==> src/rtl/sram_arb_pkg.sv <==
`default_nettype none
// ============================================================================
//  Module   : sram_arb_pkg
//  Purpose  : Shared types and constants for the SRAM port arbiter slice.
//             - resp_st_e : response FSM encoding (which requester's read
//                           returns in the current cycle)
//             - owner_e   : which requester drives the SRAM port this cycle
//             - STARVE_CNT_W : width of the starvation counter
//  Revision : 1.0  initial release
// ============================================================================
package sram_arb_pkg;

    localparam int STARVE_CNT_W = 4;

    typedef enum logic [1:0] {
        IDLE   = 2'd0,
        RESP_I = 2'd1,
        RESP_D = 2'd2
    } resp_st_e;

    typedef enum logic [1:0] {
        OWN_NONE = 2'd0,
        OWN_INST = 2'd1,
        OWN_DATA = 2'd2
    } owner_e;

endpackage : sram_arb_pkg
`default_nettype wire

==> src/rtl/sram_arb_starve_ctr.sv <==
`default_nettype none
// ============================================================================
//  Module   : sram_arb_starve_ctr
//  Purpose  : Counts consecutive data grants taken while an instruction
//             request is waiting, and raises a force flag once the run
//             reaches STARVE_MAX so the arbiter hands the next slot to the
//             instruction side. Only built when SRAM_ARB_STARVE_GUARD_EN is
//             defined.
//  Ports    : clk          - clock, rising edge
//             resetn       - synchronous active-low reset
//             i_inst_req   - instruction request pending
//             i_inst_gnt   - instruction granted this cycle
//             i_data_gnt   - data granted this cycle
//             o_force_inst - instruction side must win this cycle
//  Revision : 1.0  initial release
// ============================================================================
module sram_arb_starve_ctr
    import sram_arb_pkg::*;
#(
    parameter int STARVE_MAX = 4
) (
    input  logic clk,
    input  logic resetn,
    input  logic i_inst_req,
    input  logic i_inst_gnt,
    input  logic i_data_gnt,
    output logic o_force_inst
);

    localparam logic [STARVE_CNT_W-1:0] c_starve_max = STARVE_CNT_W'(STARVE_MAX);

    logic [STARVE_CNT_W-1:0] r_starve_cnt;

    // The run only counts while inst is actually waiting; any gap in
    // inst_req or an inst grant restarts it.
    always_ff @(posedge clk) begin
        if (!resetn) begin
            r_starve_cnt <= '0;
        end else if (!i_inst_req || i_inst_gnt) begin
            r_starve_cnt <= '0;
        end else if (i_data_gnt) begin
            r_starve_cnt <= r_starve_cnt + 1'b1;
        end
    end

    assign o_force_inst = i_inst_req && (r_starve_cnt == c_starve_max);

endmodule : sram_arb_starve_ctr
`default_nettype wire

==> src/rtl/sram_port_arbiter.sv <==
`default_nettype none
// ============================================================================
//  Module   : sram_port_arbiter
//  Purpose  : Shares one single-port synchronous SRAM between the fetch
//             stage (read-only) and the memory stage (read/write). Data has
//             fixed priority; read data is steered back to the requester
//             that was granted one cycle earlier.
//  Config   : SRAM_ARB_STARVE_GUARD_EN - when defined, a starvation counter
//             forces an instruction grant after STARVE_MAX consecutive data
//             grants with inst_req pending. When undefined, data has strict
//             priority.
//  Ports    : clk, resetn (sync, active-low)
//             inst_req/inst_addr -> inst_gnt, inst_rvalid/inst_rdata
//             data_req/data_wen/data_addr/data_wdata
//                                -> data_gnt, data_rvalid/data_rdata
//             sram_en/sram_wen/sram_addr/sram_wdata -> SRAM, sram_rdata <-
//  Revision : 1.0  initial release
// ============================================================================
module sram_port_arbiter
    import sram_arb_pkg::*;
#(
    parameter int ADDR_W     = 32,
    parameter int DATA_W     = 32,
    parameter int STARVE_MAX = 4
) (
    input  logic              clk,
    input  logic              resetn,
    input  logic              inst_req,
    input  logic [ADDR_W-1:0] inst_addr,
    output logic              inst_gnt,
    output logic              inst_rvalid,
    output logic [DATA_W-1:0] inst_rdata,
    input  logic              data_req,
    input  logic [3:0]        data_wen,
    input  logic [ADDR_W-1:0] data_addr,
    input  logic [DATA_W-1:0] data_wdata,
    output logic              data_gnt,
    output logic              data_rvalid,
    output logic [DATA_W-1:0] data_rdata,
    output logic              sram_en,
    output logic [3:0]        sram_wen,
    output logic [ADDR_W-1:0] sram_addr,
    output logic [DATA_W-1:0] sram_wdata,
    input  logic [DATA_W-1:0] sram_rdata
);

    resp_st_e r_resp_st;
    resp_st_e w_resp_nxt;
    owner_e   w_owner;
    logic     w_force_inst;
    logic     w_inst_gnt;
    logic     w_data_gnt;

`ifdef SRAM_ARB_STARVE_GUARD_EN
    sram_arb_starve_ctr #(
        .STARVE_MAX (STARVE_MAX)
    ) u_starve_ctr (
        .clk          (clk),
        .resetn       (resetn),
        .i_inst_req   (inst_req),
        .i_inst_gnt   (w_inst_gnt),
        .i_data_gnt   (w_data_gnt),
        .o_force_inst (w_force_inst)
    );
`else
    assign w_force_inst = 1'b0;
`endif

    // Grant: data wins unless the starvation guard is forcing inst.
    // Nothing is granted while reset is held.
    always_comb begin
        w_inst_gnt = 1'b0;
        w_data_gnt = 1'b0;
        if (resetn) begin
            if (inst_req && (w_force_inst || !data_req)) begin
                w_inst_gnt = 1'b1;
            end else if (data_req) begin
                w_data_gnt = 1'b1;
            end
        end
    end

    assign inst_gnt = w_inst_gnt;
    assign data_gnt = w_data_gnt;

    always_comb begin
        w_owner = OWN_NONE;
        if (w_inst_gnt) begin
            w_owner = OWN_INST;
        end else if (w_data_gnt) begin
            w_owner = OWN_DATA;
        end
    end

    // SRAM port mux; unused fields are held at zero rather than passed
    // through so the SRAM pins stay quiet when not owned.
    always_comb begin
        sram_en    = 1'b0;
        sram_wen   = 4'b0000;
        sram_addr  = '0;
        sram_wdata = '0;
        case (w_owner)
            OWN_INST: begin
                sram_en   = 1'b1;
                sram_addr = inst_addr;
            end
            OWN_DATA: begin
                sram_en    = 1'b1;
                sram_wen   = data_wen;
                sram_addr  = data_addr;
                sram_wdata = data_wdata;
            end
            default: ;
        endcase
    end

    // Response FSM: records whose read is returning next cycle. Writes
    // leave no response behind.
    always_comb begin
        w_resp_nxt = IDLE;
        if (w_inst_gnt) begin
            w_resp_nxt = RESP_I;
        end else if (w_data_gnt && (data_wen == 4'b0000)) begin
            w_resp_nxt = RESP_D;
        end
    end

    always_ff @(posedge clk) begin
        if (!resetn) begin
            r_resp_st <= IDLE;
        end else begin
            r_resp_st <= w_resp_nxt;
        end
    end

    // The state may still say RESP_* during the first reset cycle (the
    // grant happened before reset was seen), so gate with resetn to drop
    // the in-flight response.
    always_comb begin
        inst_rvalid = resetn && (r_resp_st == RESP_I);
        data_rvalid = resetn && (r_resp_st == RESP_D);
        inst_rdata  = inst_rvalid ? sram_rdata : '0;
        data_rdata  = data_rvalid ? sram_rdata : '0;
    end

endmodule : sram_port_arbiter
`default_nettype wire

==> config.mk <==
export PLATFORM = sky130hd
export DESIGN_NAME = sram_port_arbiter
export DESIGN_NICKNAME = d
export VERILOG_FILES = /design/src/rtl/sram_arb_pkg.sv /design/src/rtl/sram_arb_starve_ctr.sv /design/src/rtl/sram_port_arbiter.sv
export SDC_FILE = /design/constraint.sdc
export NUM_CORES = 1
export LEC_CHECK = 0
export CORE_AREA = 2 2 107 109
export CTS_CLUSTER_SIZE = 28
export DETAILED_ROUTE_END_ITERATION = 7
export DIE_AREA = 0 0 109 111
export GPL_ROUTABILITY_DRIVEN = 1
export PLACE_DENSITY_LB_ADDON = 0.2
export SKIP_LAST_GASP = 1
export SYNTH_ARGS = -nofsm -noshare
export SYNTH_HDL_FRONTEND = slang
export SYNTH_SLANG_ARGS = --single-unit
==> constraint.sdc <==
create_clock -name clk -period 1.1 [get_ports clk]
set_input_delay 0.165 -clock clk [delete_from_list [all_inputs] [get_ports clk]]
set_output_delay 0.165 -clock clk [all_outputs]
set_load 0.02 [all_outputs]
==> results_dict.tcl <==
set metrics [dict create \
    area_delta_synth_final_pct 301 \
    comb_power_share_pct 70.3 \
    grt_overflow 0 \
    dpl.hpwl_um 6820 \
    violations "negative setup slack" \
    drc_errors 0 \
    tightest_slew_ns 0.253 \
    dieArea_um2 12100 \
    synth_cells 169 \
    num_rows 39 \
    antenna_found_initial 0 \
    viasPerCell 4.22 \
    numCtsBuffers 3 \
    largest_register "r_resp_st" \
    gp_congestion 0.761 \
    switching_share_pct 30.8 \
    clock_sinks 2 \
    ir_drop_mv 0.265 \
    diodes 0 \
    finalInstanceArea_um2 4800 \
    synth.top_cell.area_share_pct 35.0 \
    worst_setup_path_start_kind "flop" \
    cts.path.max_buffers 2 \
    yosys-top-cells-area "and2_1 (35%), a32o_1 (27%), and3_1 (19%)" \
    root_buffer "clkbuf_16" \
    routedWlPerCell_um 16.8 \
    yosys.area_share.simple_pct 57.1 \
    synthesis.nets 305 \
    syn_area_um2 1200 \
    synthDistinctLibCells 13 \
    drt_pre_antenna_iters 6 \
    yosysTopAreaCell "and2_1" \
    cap_violations 0 \
    crit_required_ns 0.94 \
    synthAdderAreaFrac_pct 0 \
    dieHeight_um 111 \
    synth_xor_area_share_pct 0 \
    clkPwrFrac_pct 26.1 \
    fin_setup_tns_ns -27.60 \
    die_w_um 109 \
    pwr-share-seq_pct 3.6 \
    pin_count 273 \
    cp_cell_sequence "and3b_2 > buf_12 > and2_2 > buf_2" \
    num_vias 2522 \
    clkSlewWorstSetupHoldPaths_ns 0.03 \
    synth_seq_cells 2 \
    pre_cts_ws_ns -0.965 \
    wl_met1_um 3740 \
    setup_violations 99 \
    synth_top_family_by_area "simple AND/OR/NAND/NOR gates" \
    power_density_nw_per_um2 439 \
    finalCriticalPeriod_ns 1.51 \
    drive_gt1_share_pct 62.3 \
    met3_length_um 939 \
    drt_wl_total_um 10000 \
    top_regs "r_resp_st: 2 flops" \
    top_layer_used "met4" \
    rsz0062_at_grt "yes" \
    nNetsFinal 592 \
    grt_max_degree 37 \
    ctsHoldBuffers 0 \
    muxShareOfSynthArea_pct 0 \
    worst_slack_ns -0.407 \
    layout_common_cells "clkdlybuf4s50_1 (111), buf_6 (103), and2_4 (48)" \
    crit_path_end_kind "primary output" \
    htree_levels 1 \
    critPathKind "flop to primary output" \
    grt_use_total_pct 14.2 \
    worstHoldPathType "primary input to flop" \
    grt_pass1_vias 2484 \
    switching_power_uw 649 \
    routed-wl-met2_um 5300 \
    hold_viol 0 \
    core_um2 11100 \
    drtIter0Drc 62 \
    maxSlewHeadroom_pct 83.0 \
    cpMaxStageDelayCell "and3b_2" \
    p_leak_uw 0.00246 \
    largest_reg_flops 2 \
    slew_violations 0 \
    crit_path_max_incr_delay_ns 0.36 \
    ys_seq_area_share_pct 3.34 \
    internal_power_uw 1460 \
    grt_pass1_wl_um 13500 \
    placed_cell_area_um2 4170 \
    ys.warnings.count 0 \
    cts_tree "built" \
    worst-endpoint-arrival_ns 1.34 \
    post_synth.cell_area_avg_um2 7.09 \
    status "complete, but fails checks" \
    crit_fanout 9 \
    synth_compound_area_share_pct 27.4 \
    initial_utilization_pct 10.8 \
    max_freq_ghz 0.663 \
    final_common_cell "clkdlybuf4s50_1" \
    ant_nets 0 \
    port_buffers 272 \
    period_share_pct 137 \
]
[synthesized netlist by cell type]
master	n
dfxtp_1	2
clkbuf_1	12
and3_1	36
nor2b_1	1
clkbuf_2	2
buf_2	7
buf_6	5
and2_4	1
and3b_1	2
and2_1	67
o21a_1	1
a32o_1	32
nor4_1	1
[metrics by stage]
stage          util [%]  total power [µW]  hold slack [ns]  std cells
3_5_place_dp       37.7              1360            0.774        573
4_1_cts            40.5              2020            0.444        588
5_1_grt            43.3              2200            0.455        597
3_3_place_gp       37.7              1350            0.756        573
2_1_floorplan         -               520            0.372        169
6_report           43.3              2110            0.440        597
[worst max-delay path, delay by kind of cell (launching register included)]
family	cells	cell delay [ns]
buffers and inverters	2	0.32
flip-flops	1	0.30
AND/OR/NAND/NOR	2	0.50
[area by class of cell]
class | instances | area, µm²
Timing Repair Buffer | 307 | 3260
Fill cell | 1109 | 6280
Sequential cell | 2 | 42.5
Tap cell | 143 | 179
Clock buffer | 3 | 75.1
Multi-Input combinational cell | 142 | 1240
[per-layer routing]
layer,vias up,track usage [%]
met5,-,0
met4,0,3.33
met3,9,4.88
met2,147,25.6
met1,1169,15.6
li1,1197,-
[cells by family after synthesis]
family                 count (synthesis)
flip-flops                             2
buffers and inverters                 26
AND/OR/NAND/NOR                      108
AO/OA/AOI/OAI                         33
[what timing repair did]
| action | 4_1_cts | 5_1_grt |
|---|---|---|
| pin swaps | 26 | 56 |
| resized for setup | 614 | 302 |
| buffers inserted | 5 | 6 |
| gates cloned | 8 | 6 |
| hold endpoints to repair | 0 | 0 |
| endpoints found under the setup margin | 138 | 129 |
[power groups by stage]
stage | sequential, µW | combinational (µW) | clock (µW)
6_report | 76.0 | 1480 | 549
4_1_cts | 75.6 | 1390 | 560
2_1_floorplan | 76.3 | 443 | 0
3_5_place_dp | 76.6 | 1280 | 0
5_1_grt | 76.4 | 1550 | 569
3_3_place_gp | 76.4 | 1270 | 0
[final timing paths]
kind	startpoint	end	slack [ns]	cells past startpoint
min	data_wen[0]	r_resp_st[1]	0.44	3
max	r_resp_st[0]	data_rdata[24]	-0.41	4
(Power assumes the default switching activity.)
